`src/rtl/adat_rx_frame_decoder.sv`:
```
// ADAT frame decoder: assembles user nibble and channel words from
// 5-bit groups, maps channels to S/MUX slots, buffers words in a FIFO.
module adat_rx_frame_decoder #(
    parameter  int NUM_CH       = 8,
    parameter  int NIB_PER_WORD = 6,
    parameter  int FIFO_DEPTH   = 16,
    localparam int DW           = 4 * NIB_PER_WORD,
    localparam int CW           = $clog2(NUM_CH)
) (
    input  logic          i_clk,
    input  logic          i_rst,
    input  logic [4:0]    i_bits,
    input  logic [2:0]    i_bit_count,
    input  logic          i_valid,
    input  logic          i_sync,
    input  logic [1:0]    i_smux,
    output logic [3:0]    o_user,
    output logic          o_user_valid,
    output logic [DW-1:0] o_data,
    output logic [CW-1:0] o_channel,
    output logic [1:0]    o_slot,
    output logic          o_valid,
    input  logic          i_ready,
    output logic          o_frame_done,
    output logic          o_frame_err,
    output logic          o_locked,
    output logic          o_overflow
);

    localparam int NW  = (NIB_PER_WORD > 1) ? $clog2(NIB_PER_WORD) : 1;
    localparam int AW  = $clog2(FIFO_DEPTH);
    localparam int CTW = AW + 1;

    typedef enum logic [1:0] {
        IDLE, USER, DATA, WAIT_SYNC
    } state_t;

    state_t        state, nxt_state, eff;
    logic [NW-1:0] nib, nxt_nib;
    logic [CW-1:0] ch, nxt_ch;
    logic [DW-1:0] word, nxt_word, word_sh;
    logic          push, user_ld, done, err, bad;

    logic [CW-1:0] map_ch;
    logic [1:0]    map_slot;

    logic [DW-1:0] mem_d  [FIFO_DEPTH];
    logic [CW-1:0] mem_c  [FIFO_DEPTH];
    logic [1:0]    mem_s  [FIFO_DEPTH];
    logic [AW-1:0] wptr, rptr;
    logic [CTW-1:0] count;
    logic          full, pop, do_push;

    assign bad     = (i_bit_count != 3'd5) || !i_bits[0];
    assign word_sh = (word << 4) | DW'(i_bits[4:1]);

    // Next-state, counters, and event decode for the current group
    always_comb begin
        nxt_state = state;
        nxt_nib   = nib;
        nxt_ch    = ch;
        nxt_word  = word;
        push      = 1'b0;
        user_ld   = 1'b0;
        done      = 1'b0;
        err       = 1'b0;
        eff       = state;
        if (i_sync) begin
            err       = (state == DATA);
            eff       = USER;
            nxt_state = USER;
            nxt_nib   = '0;
            nxt_ch    = '0;
            nxt_word  = '0;
        end
        if (i_valid) begin
            unique case (eff)
                IDLE: ;
                USER: begin
                    if (bad) begin
                        err       = 1'b1;
                        nxt_state = IDLE;
                    end else begin
                        user_ld   = 1'b1;
                        nxt_state = DATA;
                    end
                end
                DATA: begin
                    if (bad) begin
                        err       = 1'b1;
                        nxt_state = IDLE;
                        nxt_nib   = '0;
                        nxt_ch    = '0;
                        nxt_word  = '0;
                    end else if (nib == NW'(NIB_PER_WORD - 1)) begin
                        push     = 1'b1;
                        nxt_nib  = '0;
                        nxt_word = '0;
                        nxt_ch   = ch + CW'(1);
                        if (ch == CW'(NUM_CH - 1)) begin
                            done      = 1'b1;
                            nxt_ch    = '0;
                            nxt_state = WAIT_SYNC;
                        end
                    end else begin
                        nxt_word = word_sh;
                        nxt_nib  = nib + NW'(1);
                    end
                end
                WAIT_SYNC: err = 1'b1;
                default: ;
            endcase
        end
    end

    // S/MUX channel/slot mapping of the word being pushed
    always_comb begin
        map_ch   = ch;
        map_slot = 2'd0;
        unique case (i_smux)
            2'd1: begin
                map_ch   = ch >> 1;
                map_slot = {1'b0, ch[0]};
            end
            2'd2: begin
                map_ch   = ch >> 2;
                map_slot = ch[1:0];
            end
            default: ;
        endcase
    end

    // FSM state and frame assembly registers
    always_ff @(posedge i_clk or negedge i_rst) begin
        if (!i_rst) begin
            state <= IDLE;
            nib   <= '0;
            ch    <= '0;
            word  <= '0;
        end else begin
            state <= nxt_state;
            nib   <= nxt_nib;
            ch    <= nxt_ch;
            word  <= nxt_word;
        end
    end

    // Registered status outputs and pulses
    always_ff @(posedge i_clk or negedge i_rst) begin
        if (!i_rst) begin
            o_user       <= '0;
            o_user_valid <= 1'b0;
            o_frame_done <= 1'b0;
            o_frame_err  <= 1'b0;
            o_locked     <= 1'b0;
        end else begin
            o_user_valid <= user_ld;
            o_frame_done <= done;
            o_frame_err  <= err;
            if (user_ld) o_user <= i_bits[4:1];
            if (done) o_locked <= 1'b1;
            else if (err) o_locked <= 1'b0;
        end
    end

    assign full    = (count == CTW'(FIFO_DEPTH));
    assign pop     = o_valid && i_ready;
    assign do_push = push && (!full || pop);

    // FIFO storage; contents are don't-care until written
    always_ff @(posedge i_clk) begin
        if (do_push) begin
            mem_d[wptr] <= word_sh;
            mem_c[wptr] <= map_ch;
            mem_s[wptr] <= map_slot;
        end
    end

    // FIFO pointers, occupancy and sticky overflow
    always_ff @(posedge i_clk or negedge i_rst) begin
        if (!i_rst) begin
            wptr       <= '0;
            rptr       <= '0;
            count      <= '0;
            o_overflow <= 1'b0;
        end else begin
            if (do_push) wptr <= wptr + AW'(1);
            if (pop) rptr <= rptr + AW'(1);
            count <= count + CTW'(do_push) - CTW'(pop);
            if (push && !do_push) o_overflow <= 1'b1;
        end
    end

    assign o_valid   = (count != '0);
    assign o_data    = o_valid ? mem_d[rptr] : '0;
    assign o_channel = o_valid ? mem_c[rptr] : '0;
    assign o_slot    = o_valid ? mem_s[rptr] : '0;

endmodule

```
`config.mk`:
```
export PLATFORM = sky130hd
export DESIGN_NAME = adat_rx_frame_decoder
export DESIGN_NICKNAME = d
export VERILOG_FILES = /design/src/rtl/adat_rx_frame_decoder.sv
export SDC_FILE = /design/constraint.sdc
export NUM_CORES = 1
export LEC_CHECK = 0
export ABC_CLOCK_PERIOD_IN_PS = 6500
export CAP_MARGIN = 20
export CORE_AREA = 2 2 178 180
export DETAILED_ROUTE_END_ITERATION = 8
export DIE_AREA = 0 0 180 182
export GPL_TIMING_DRIVEN = 0
export PLACE_DENSITY = 0.89
export REMOVE_ABC_BUFFERS = 1
export SETUP_SLACK_MARGIN = 0.15
export SLEW_MARGIN = 20
export SYNTH_ARGS = -nofsm -noshare
export SYNTH_HDL_FRONTEND = slang
export SYNTH_SLANG_ARGS = --single-unit
```
`constraint.sdc`:
```
create_clock -name i_clk -period 6.5 [get_ports i_clk]
set_input_delay 1.3 -clock i_clk [delete_from_list [all_inputs] [get_ports i_clk]]
set_output_delay 1.3 -clock i_clk [all_outputs]
set_load 0.1 [all_outputs]
```
==> results.md, run 1 <==
* Worst Setup EP: o_data[2]
* Synthesized flop and latch total at 514
* Initial core utilization at 64.8%
* Crit path time final at 5.47 ns
* Clock share of power at 28.5%
* Crit-path leading delay family: buffers and inverters
* Setup violators final at 0
* H-tree levels at 2
* Deepest clock path buffer count at 3
* Vias per cell at 6.79
* Path type of the worst min-delay path: reg -> reg
* Asr flop ratio synth at 9.73%
* Post-cts sizing count at 0
* Max FO, Critical Path at 37
* Most used DFF post-synth: edfxtp_1
* Switching pwr at 0.00331 W
* Max Clk Rate at 0.183 GHz
* Layout cells sized above 1 at 18.3%
* DRT iter0 DRCs at 1,347
* Status: finished, final reports clean
* Global-route wire length before repair at 66,400 um
* Total gr overflow at 0
* RSZ-0062 raised after global routing: no
* Clock sinks at 514
* Nets at 1,160
* Most common cell after layout, fill and taps aside: edfxtp_1
* Avg WL per Cell at 28.3 um
* Slew Viols, Final at 0
* Post-CTS Setup Inserts at 0
* CTS root buf: clkbuf_16
* Pin count of the biggest net entering global routing at 51
* Fill cells at 1,571
* Vias at 10,600
* Core area at 31,000 um2
* Antenna cells at 0
* DRT Pass-1 Iters at 5
* Pre-CTS setup slack at 1.63 ns
* Area delta synth->final at 16.0%
* Synth Cell Area at 20,100 um2
* Final hold vios at 0
* R2R Setup Slk at 3.11 ns
* Launch point of the worst reg-to-reg path: state[0]
* Number of global-route vias before repair at 11,000
* Crit-path max cell delay at 1.00 ns
* Comb power frac at 32.0%
* Avg Cell Area, Syn at 19.4 um2
* Io pins at 54
* CTS buffer count at 49
* # DRC at 0
* Cell Pwr Density at 405 nW/um2
* Num rows at 65
* Critical Path RT at 5.20 ns
* Final WS setup at 1.03 ns
* GRT Util Overall at 27.5%
* DIE HEIGHT at 182 um
* Tightest Pin Transition at 0.982 ns
* FF-to-FF End: mem_d[2][18]
* Worst setup SP type: flop
* TritonCTS clock tree: yes
* CP Launch Point: rptr[1]
* Sequential share of power at 39.5%
* DP HPWL at 25,900 um
* RD Place Congestion at 0.735
* Clock Skews at 0.0158 ns
* I/O Buffers at 53
* Hold buffers post-CTS at 0
* Internal Power at 0.00613 W
* YS warnings at 0
* Setup Crit Path Kind: reg -> out
* Worst R2R Path Depth at 9
* Die width at 180 um
* Die area at 32,800 um2
* Highest-count cells in the layout ignoring fill and taps: 464 x edfxtp_1, 116 x mux2i_1, 60 x a22oi_1
* Switching Share at 35.0%
* Initial antenna violation count at 0
* Netlist cell types at 46
* Final ANT Viol Nets at 0
* Number of max-cap violations at 0
* Clock transition at path regs at 0.06 ns
* Period utilization at 84.1%
* Post-synth EDFFs at 464
* VDD IR max at 0.593 mV
* Sequential area share after synthesis at 75.6%
* Worst path buffer plus inverter count at 2
* Crit path depth at 6
* Total design power at 0.00944 W
* CP cell instances: buf_12 > and2_2 > a22oi_1 > and3_2 > a221o_1 > clkdlybuf4s50_1
* Worst skew pair latency at 0.56 ns
* CP arrival at 4.17 ns
* CP endpoint kind: output port
* Cell leakage power at 8.10 nW
* Gate Count Post-Synth at 1,036
* WL final at 44,200 um
* Critical Path Slowest Stage Cell: clkdlybuf4s50_1
* Relative slew slack at 34.3%
[power groups by stage]
stage	clock, W	combinational [W]	sequential (W)
global route	0.00284	0.00313	0.00374
global placement	0	0.00274	0.00403
floorplan	0	0.00213	0.00401
detailed placement	0	0.00299	0.00380
CTS	0.00272	0.00302	0.00373
finish	0.00269	0.00302	0.00373
[worst min path at each step]
stage | startpoint | end | slack, ns | depth (start not counted)
2_1_floorplan | count[0] | count[0] | 0.50 | 1
3_3_place_gp | o_overflow | o_overflow | 0.45 | 1
3_5_place_dp | o_overflow | o_overflow | 0.45 | 1
4_1_cts | o_overflow | o_overflow | 0.47 | 1
5_1_grt | o_overflow | o_overflow | 0.50 | 1
6_report | o_overflow | o_overflow | 0.46 | 1
[layout make-up]
cell class / instances / area (um2) / share of cell area [%]
Sequential cell: 514 / 15200 / 65.2
Multi-Input combinational cell: 446 / 4700 / 20.2
Clock buffer: 69 / 1360 / 5.84
Timing Repair Buffer: 96 / 1330 / 5.71
Tap cell: 402 / 503 / 2.16
Clock inverter: 17 / 136 / 0.585
Inverter: 18 / 67.6 / 0.290
[metal layers]
metal,share of wire (%),GRT usage (%),vias to the layer above
li1,-,-,4399
met1,38,38.0,5428
met2,49,44.5,654
met3,9.3,5.11,119
met4,3.6,10.5,0
met5,0,0,-
[registers in the layout, indices dropped and copies added, names as in the netlist, 3 cells and up]
register  flops
ch            3
count         5
mem_c        48
mem_d       384
mem_s        32
nib           3
o_user        4
rptr          4
word         20
wptr          4
[kinds of logic after synthesis]
family                     after synthesis  share of synthesized area (%)
xor gates and xnor gates                10                          0.436
and+or+nand+nor                        106                           3.05
adders and majority gates               20                           1.28
DFF                                    514                           75.6
buffers and inverters                   76                           1.77
AOI/OAI and AO/OA                      130                           5.23
muxes                                  180                           12.6
[synth_stat cells, types with 18 or more instances]
library cell | count | area (um2)
mux2i_1 | 116 | 1160
a22o_1 | 21 | 184
a22oi_1 | 60 | 450
nor2_1 | 24 | 90.1
and3_1 | 22 | 138
a221o_1 | 29 | 290
inv_1 | 18 | 67.6
mux4_2 | 58 | 1310
buf_2 | 26 | 130
ha_1 | 19 | 238
clkbuf_1 | 23 | 86.3
edfxtp_1 | 464 | 13900
dfrtp_1 | 50 | 1250
[stage by stage]
step | utilization [%] | hold WS, ns | setup TNS (ns) | std cells | instance area (um2)
3_3_place_gp | 67.2 | 0.448 | -253.45 | 1433 | 20800
2_1_floorplan | - | 0.503 | -65.13 | 978 | 19800
6_report | 75.2 | 0.465 | 0 | 1562 | 23300
4_1_cts | 75.2 | 0.465 | 0 | 1562 | 23300
5_1_grt | 75.2 | 0.502 | 0 | 1562 | 23300
3_5_place_dp | 70.3 | 0.446 | 0 | 1476 | 21800
Power figures use the tool's default switching activity.
==> run 2, diff against run 1 <==
ABC_CLOCK_PERIOD_IN_PS = 4800   (was 6500)
CORE_AREA = 2 2 195 197   (was 2 2 178 180)
DIE_AREA = 0 0 197 199   (was 0 0 180 182)
PLACE_DENSITY = 0.79   (was 0.89)
clock period = 4.8 ns   (was 6.5 ns; I/O delays follow)
==> results.md, run 2 (same netlist as run 1, synthesis figures left out) <==
* Status: finished, final reports clean
* Clock sinks at 514 (unchanged)
* RD Place Congestion at 0.727 (-1.1%)
* CP arrival at 3.57 ns (-0.60 ns)
* CTS root buf: clkbuf_16
* Vias per cell at 6.34 (-6.6%)
* Post-CTS Setup Inserts at 0 (unchanged)
* Layout cells sized above 1 at 18.8% (+0.52 points)
* I/O Buffers at 53 (unchanged)
* Clock transition at path regs at 0.06 ns (about the same)
* Crit-path max cell delay at 0.87 ns (-0.13 ns)
* DRT Pass-1 Iters at 5 (unchanged)
* Post-cts sizing count at 29 (+29)
* Tightest Pin Transition at 0.991 ns (+0.00861 ns)
* Nets at 1,158 (-0.17%)
* Slew Viols, Final at 0 (unchanged)
* GR peak layer: met2
* Worst skew pair latency at 0.55 ns (about the same)
* Critical Path Slowest Stage Cell: dlygate4sd2_1
* GR Layer Usage met3 at 3.63% (-1.5 points)
* H-tree levels at 2 (unchanged)
* CP cell instances: inv_1 > ha_1 > or4b_4 > nor2b_4 > and3_2 > a221o_1 > dlygate4sd2_1
* WL final at 42,500 um (-3.9%)
* Fill cells at 2,443 (+56%)
* GRT Util Overall at 22.4% (-5.1 points)
* Pre-CTS setup slack at 0.442 ns (-1.19 ns)
* M2 GR Usage at 36.1% (-8.4 points)
* Number of max-cap violations at 0 (unchanged)
* CTS buffer count at 49 (unchanged)
* Most common cell after layout, fill and taps aside: edfxtp_1
* # DRC at 0 (unchanged)
* Worst setup SP type: flop
* Critical Path RT at 3.84 ns (-1.36 ns)
* Initial core utilization at 54.1% (-11 points)
* Core area at 37,100 um2 (+20%)
* Crit path time final at 4.53 ns
* Inst Count DP at 1,546 (+4.7%)
* Initial antenna violation count at 0 (unchanged)
* Period utilization at 94.4%
* Final ANT Viol Nets at 0 (unchanged)
* Global-route wire length before repair at 64,200 um (-3.2%)
* Max Clk Rate at 0.221 GHz
* Hold_ws at 0.473 ns (+0.00781 ns)
* Num rows at 71 (+9.2%)
* Biggest register: mem_d
* Io pins at 54 (unchanged)
* Avg WL per Cell at 26.0 um (-8.1%)
* CP endpoint kind: output port
* Cell Pwr Density at 545 nW/um2 (+35%)
* Antenna cells at 0 (unchanged)
* Vias at 10,400 (-2.3%)
* Setup violators final at 0 (unchanged)
* Setup TNS at 0 ns (unchanged)
* Crit-path leading delay family: simple AND/OR/NAND/NOR gates
* Die width at 197 um (+9.4%)
* Placed Area at 21,800 um2 (about the same)
* Final hold vios at 0 (unchanged)
* Setup Crit Path Kind: reg -> out
* Total gr overflow at 0 (unchanged)
* Worst path buffer plus inverter count at 2 (unchanged)
* RSZ-0062 raised after global routing: no
* Highest-count cells in the layout ignoring fill and taps: 464 x edfxtp_1, 116 x mux2i_1, 60 x a22oi_1
* Die area at 39,200 um2 (+20%)
* Deepest clock path buffer count at 3 (unchanged)
* Met1 Usage GRT at 31.6% (-6.4 points)
* Largest regs: mem_d x384, mem_c x48, mem_s x32
* Pin count of the biggest net entering global routing at 51 (unchanged)
* DIE HEIGHT at 199 um (+9.3%)
* Fin cells at 1,634 (+4.6%)
* Area delta synth->final at 15.9% (about the same)
* Relative slew slack at 33.5% (-0.81 points)
* FF+latch area at 15,200 um2 (unchanged)
* Path type of the worst min-delay path: in -> async
* Hold buffers post-CTS at 0 (unchanged)
* Final WS setup at 0.269 ns (-0.762 ns)
* Max FO, Critical Path at 29 (-22%)
* Area occupied by multi-input gates at 4700 um2 (unchanged)
* Clock Skews at 0.0145 ns (-0.00134 ns)
* Number of global-route vias before repair at 10,700 (-2.3%)
* VDD IR max at 0.481 mV (-19%)
* DP HPWL at 25,600 um (-1.3%)
* Cell leakage power at 8.13 nW (+0.47%)
* Post-route cell area at 23,300 um2 (about the same)
* TritonCTS clock tree: yes
* Largest register FFs at 384 (unchanged)
* DRT iter0 DRCs at 983 (-27%)
## run 2: layer usage
layer / wire length (um) / share of wire, %
met5: 0 / 0
met4: 1220 / 2.9
met3: 3330 / 7.8
met2: 20500 / 48
met1: 17400 / 41
## run 2: through the flow
step	total power (W)	util, %
2_1_floorplan	0.00816	-
4_1_cts	0.0128	62.7
6_report	0.0127	62.7
3_5_place_dp	0.00927	58.8
5_1_grt	0.0131	62.7
3_3_place_gp	0.00892	56.3
## run 2: worst paths after layout
check                               end  depth (start not counted)  slack, ns       start
min reg2reg                  o_overflow                          1       0.49  o_overflow
max in group asynchronous       rptr[1]                          1       3.79       i_rst
max reg2reg                mem_d[0][22]                          8       1.63    state[0]
min in group i_clk           o_overflow                          1       0.49  o_overflow
max                           o_slot[1]                          7       0.27    count[2]
min                            state[1]                          1       0.47       i_rst
## run 2: report_power, final
group          internal (W)  switching [W]  leakage [nW]
clock network       0.00211        0.00154         0.754
registers           0.00488       0.000181          4.91
logic               0.00125        0.00273          2.47
## run 2: final cells by class
type                            instances  share of cell area [%]
Sequential cell                       514                    65.3
Multi-Input combinational cell        446                    20.2
Clock buffer                           67                    5.77
Timing Repair Buffer                   94                    5.20
Tap cell                              474                    2.55
Clock inverter                         21                   0.742
Inverter                               18                   0.290
==> patch 1 (flow settings as in run 1) <==
`NUM_CH`: 8 -> 16.
--- a/src/rtl/adat_rx_frame_decoder.sv
+++ b/src/rtl/adat_rx_frame_decoder.sv
@@ -1,7 +1,7 @@
 // ADAT frame decoder: assembles user nibble and channel words from
 // 5-bit groups, maps channels to S/MUX slots, buffers words in a FIFO.
 module adat_rx_frame_decoder #(
-    parameter  int NUM_CH       = 8,
+    parameter  int NUM_CH       = 16,
     parameter  int NIB_PER_WORD = 6,
     parameter  int FIFO_DEPTH   = 16,
     localparam int DW           = 4 * NIB_PER_WORD,
Interface: changed (resized o_channel); port bits go from 54 to 55. No check against the original RTL was run, so the function may have changed too.
==> patch 1 against run 1 <==
Worst setup slack better by 180 ps. Sequential cell count up 17. Power up 7.5%. Area after synthesis up 3.4%. Cell area up 2.8%. Wire length up 7.5%. Fmax up 3.5%. Combinational power up 7.6%. Highest routed layer unchanged.
==> patch 1: results (changes against run 1) <==
<table>
<tr><th>Metric</th><th>Value</th></tr>
<tr><th colspan="2">STA</th></tr>
<tr><td>Min Hold Slack</td><td>475.4 ps (was 465.0 ps)</td></tr>
<tr><td>Clock skew after layout</td><td>18.58 ps (was 15.81 ps)</td></tr>
<tr><td>Highest clock frequency the design can meet</td><td>189.2 MHz (was 182.8 MHz)</td></tr>
<tr><td>Worst slew margin relative to its limit</td><td>28.77% (was 34.30%)</td></tr>
<tr><th colspan="2">Synthesis</th></tr>
<tr><td>Count of unique library cells instantiated by Yosys</td><td>49 (was 46)</td></tr>
<tr><td>Most numerous cell types in the synthesized netlist</td><td>edfxtp_1 (480), mux2i_1 (120), a22oi_1 (62) (was edfxtp_1 (464), mux2i_1 (116), a22oi_1 (60))</td></tr>
<tr><td>Fraction of synthesis flops using an asynchronous set or reset pin</td><td>9.605% (was 9.728%)</td></tr>
<tr><td>Synthesized netlist cell count</td><td>1,069 (was 1,036)</td></tr>
<tr><th colspan="2">Finish</th></tr>
<tr><td>Regs by FF count</td><td>mem_d (384), mem_c (64), mem_s (32) (was mem_d (384), mem_c (48), mem_s (32))</td></tr>
<tr><td>Filler cell count</td><td>1,517 (was 1,571)</td></tr>
<tr><td>Fraction of final layout cells sized beyond drive strength 1</td><td>16.44% (was 18.28%)</td></tr>
<tr><th colspan="2">GRT</th></tr>
<tr><td>Total global routing track utilization</td><td>29.39% (was 27.49%)</td></tr>
<tr><th colspan="2">Critical path</th></tr>
<tr><td>Minimum setup slack among reg-to-reg paths</td><td>2730 ps (was 3110 ps)</td></tr>
<tr><td>Critical path data arrival time</td><td>3990 ps (was 4170 ps)</td></tr>
<tr><td>Crit-path max FO</td><td>48 (was 37)</td></tr>
<tr><td>Reg2reg path depth</td><td>15 (was 9)</td></tr>
<tr><th colspan="2">Outcome</th></tr>
<tr><td>Status</td><td>completed (unchanged)</td></tr>
<tr><th colspan="2">Placed design</th></tr>
<tr><td>Number of placed instances, taps included</td><td>1,497 (was 1,476)</td></tr>
<tr><td>Placed cell area</td><td>22,240 um2 (was 21,800 um2)</td></tr>
<tr><td>Worst Setup Slack post-DPL</td><td>1317 ps (was 1634 ps)</td></tr>
<tr><td>Weighted congestion at the end of routability-driven global placement</td><td>0.7338 (was 0.7354)</td></tr>
<tr><td>Post-DP HPWL</td><td>25,290 um (was 25,890 um)</td></tr>
<tr><th colspan="2">Detailed routing</th></tr>
<tr><td>Via count</td><td>11.19k (was 10.60k)</td></tr>
<tr><td>Vias per Instance</td><td>7.048 (was 6.786)</td></tr>
<tr><th colspan="2">Pwr</th></tr>
<tr><td>Worst voltage drop across the vdd grid</td><td>0.4381 mV (was 0.5927 mV)</td></tr>
</table>
patch 1: changes by cell type in the layout (fill, tap and decap cells not counted), sizes merged, moves of 4 or more:
cell / change
and3: +16
edfxtp: +16
buf: -15
nor2: -9
bufinv: +6
clkbuf: -6
clkinv: +6
mux2i: +4
patch 1: how the worst max path moves through the flow:
stage / endpoint / depth (start not counted)
final: o_channel[3] / 6
after global routing: o_data[5] / 7
after CTS: o_data[0] / 7
after detailed placement: count[4] / 16
after global placement: o_data[6] / 3
after floorplan: o_channel[0] / 2
patch 1: layout make-up:
class                      instances  area [um2]  area share, %
tap                              402       503.0          2.101
inverter                          20       75.07         0.3136
timing repair buffer              82        1169          4.882
multi-input combinational        462        4793          20.03
clock buffer                      63        1361          5.687
sequential                       531       15700          65.58
clock inverter                    28       336.6          1.406
patch 1: cells by family after synthesis:
family / synth area share (%)
multiplexers: 12.62
adder cells (fa/ha/maj): 1.181
AND/OR/NAND/NOR: 3.068
buffers and inverters: 1.669
XOR/XNOR: 0.4219
flip-flops: 75.58
AO/OA/AOI/OAI: 5.461
patch 1: through the flow:
stage / util (%) / setup TNS (ps)
2_1_floorplan: - / -45640
3_3_place_gp: 69.49 / -129170
3_5_place_dp: 71.77 / 0
4_1_cts: 77.25 / 0
5_1_grt: 77.25 / 0
6_report: 77.25 / 0
patch 1: report_power, final:
group,switching (mW),leakage [nW],internal (mW)
clock,1.21,0.836,1.80
combinational,2.19,2.48,1.06
sequential,0.166,4.72,3.72
total,3.57,8.03,6.57
patch 1: metal layers:
layer,share of wire (%),track usage (%)
met5,0,0
met4,4.3,12.81
met3,10,5.756
met2,50,47.66
met1,36,39.68
==> patch 2 (flow settings as in run 1) <==
Without the edit above. Compare `count` against `CTW'(FIFO_DEPTH)` with >= in place of ==.
--- a/src/rtl/adat_rx_frame_decoder.sv
+++ b/src/rtl/adat_rx_frame_decoder.sv
@@ -163,7 +163,7 @@
         end
     end
 
-    assign full    = (count == CTW'(FIFO_DEPTH));
+    assign full    = (count >= CTW'(FIFO_DEPTH));
     assign pop     = o_valid && i_ready;
     assign do_push = push && (!full || pop);
 
Formal check against the unedited RTL: same outputs for any inputs over 4 cycles, from zero or initial values and one cycle with i_rst low; that may be too few to reach the edited logic, so the function may still have changed.
==> patch 2 against run 1 <==
Area after synthesis up 0.30%. Worst setup slack got worse by 150 ps. Cell area hardly changed. Global-route usage is 3.7 points higher. Fmax is 2.7% lower. Via count increased by 3.3%. Power grew 1.9%. Wire length rose by 13%. Critical endpoint is now o_data[8]. Sequential cell count unchanged.
==> patch 2: results (changes against run 1) <==
<table>
<tr><th>Metric</th><th>Value</th></tr>
<tr><th colspan="2">Detailed routing</th></tr>
<tr><td>Total length of routed wires</td><td>49,940 um (was 44,220 um)</td></tr>
<tr><td>Count of routing violations after the opening detailed-route iteration</td><td>1,591 (was 1,347)</td></tr>
<tr><td>Metal2 WL</td><td>24,890 um (was 21,750 um)</td></tr>
<tr><td>Uppermost layer routed</td><td>met5 (was met4)</td></tr>
<tr><td>Sum of met3 wire segment lengths after detailed routing</td><td>5508 um (was 4118 um)</td></tr>
<tr><th colspan="2">Finish</th></tr>
<tr><td>Nonclk buf count</td><td>95 (was 96)</td></tr>
<tr><td>Number of nets in the layout</td><td>1,148 (was 1,160)</td></tr>
<tr><td>Area Overhead vs Synth</td><td>15.75% (was 15.99%)</td></tr>
<tr><td>Signal buf overhead</td><td>5.672% (was 5.710%)</td></tr>
<tr><td>Non-Filler Instances</td><td>1,551 (was 1,562)</td></tr>
<tr><td>Flip-flop and latch count</td><td>514 (unchanged)</td></tr>
<tr><th colspan="2">Outcome</th></tr>
<tr><td>Status</td><td>completed (unchanged)</td></tr>
<tr><th colspan="2">GRT</th></tr>
<tr><td>Global Route met1 Usage</td><td>40.95% (was 37.97%)</td></tr>
<tr><td>Global routing usage on met3</td><td>6.558% (was 5.114%)</td></tr>
<tr><td>Met2 usage</td><td>50.96% (was 44.52%)</td></tr>
<tr><td>Number of global-route vias before repair</td><td>11.53k (was 10.97k)</td></tr>
<tr><th colspan="2">Critical path</th></tr>
<tr><td>Reg2reg path depth</td><td>8 (was 9)</td></tr>
<tr><td>Start point of the critical path</td><td>rptr[0] (was rptr[1])</td></tr>
<tr><th colspan="2">STA</th></tr>
<tr><td>Clock skew after layout</td><td>24.34 ps (was 15.81 ps)</td></tr>
<tr><td>Worst slew margin relative to its limit</td><td>32.29% (was 34.30%)</td></tr>
<tr><th colspan="2">Placed design</th></tr>
<tr><td>Worst Setup Slack post-DPL</td><td>1478 ps (was 1634 ps)</td></tr>
<tr><td>Weighted congestion at the end of routability-driven global placement</td><td>0.7226 (was 0.7354)</td></tr>
<tr><th colspan="2">Synthesis</th></tr>
<tr><td>Count of unique library cells instantiated by Yosys</td><td>48 (was 46)</td></tr>
<tr><td>Synthesized netlist cell count</td><td>1,027 (was 1,036)</td></tr>
<tr><td>Yosys top cell area share</td><td>69.17% (was 69.38%)</td></tr>
<tr><th colspan="2">Pwr</th></tr>
<tr><td>Comb group</td><td>3.15 mW (was 3.02 mW)</td></tr>
<tr><td>Power share of the combinational group</td><td>32.8% (was 32.0%)</td></tr>
<tr><th colspan="2">CTS</th></tr>
<tr><td>Num CTS Buffers</td><td>46 (was 49)</td></tr>
</table>
[patch 2: changes by cell type after synthesis, moves of 21 or more]
cell / before / now
nand2_1: 12 / 35
o211ai_1: 0 / 28
nand3_1: 7 / 38
and3_1: 22 / 1
mux4_2: 58 / 88
a221o_1: 29 / 0
mux2i_1: 116 / 56
[patch 2: kinds of logic after synthesis]
| logic type | Yosys count | share of synthesized area [%] |
|---|---|---|
| AOI/OAI and AO/OA | 131 | 4.895 |
| xor gates and xnor gates | 10 | 0.4348 |
| adders and majority gates | 20 | 1.280 |
| buffers and inverters | 75 | 1.795 |
| DFF | 514 | 75.38 |
| muxes | 151 | 13.01 |
| and+or+nand+nor | 126 | 3.199 |
[patch 2: worst paths after layout]
check	to	slack, ps
worst min register to register	o_overflow	480
worst min-delay path	o_overflow	480
max in group asynchronous	rptr[2]	5110
worst max-delay path	o_data[8]	880
worst max register to register	mem_d[3][18]	3100
min in group asynchronous	o_user[0]	830
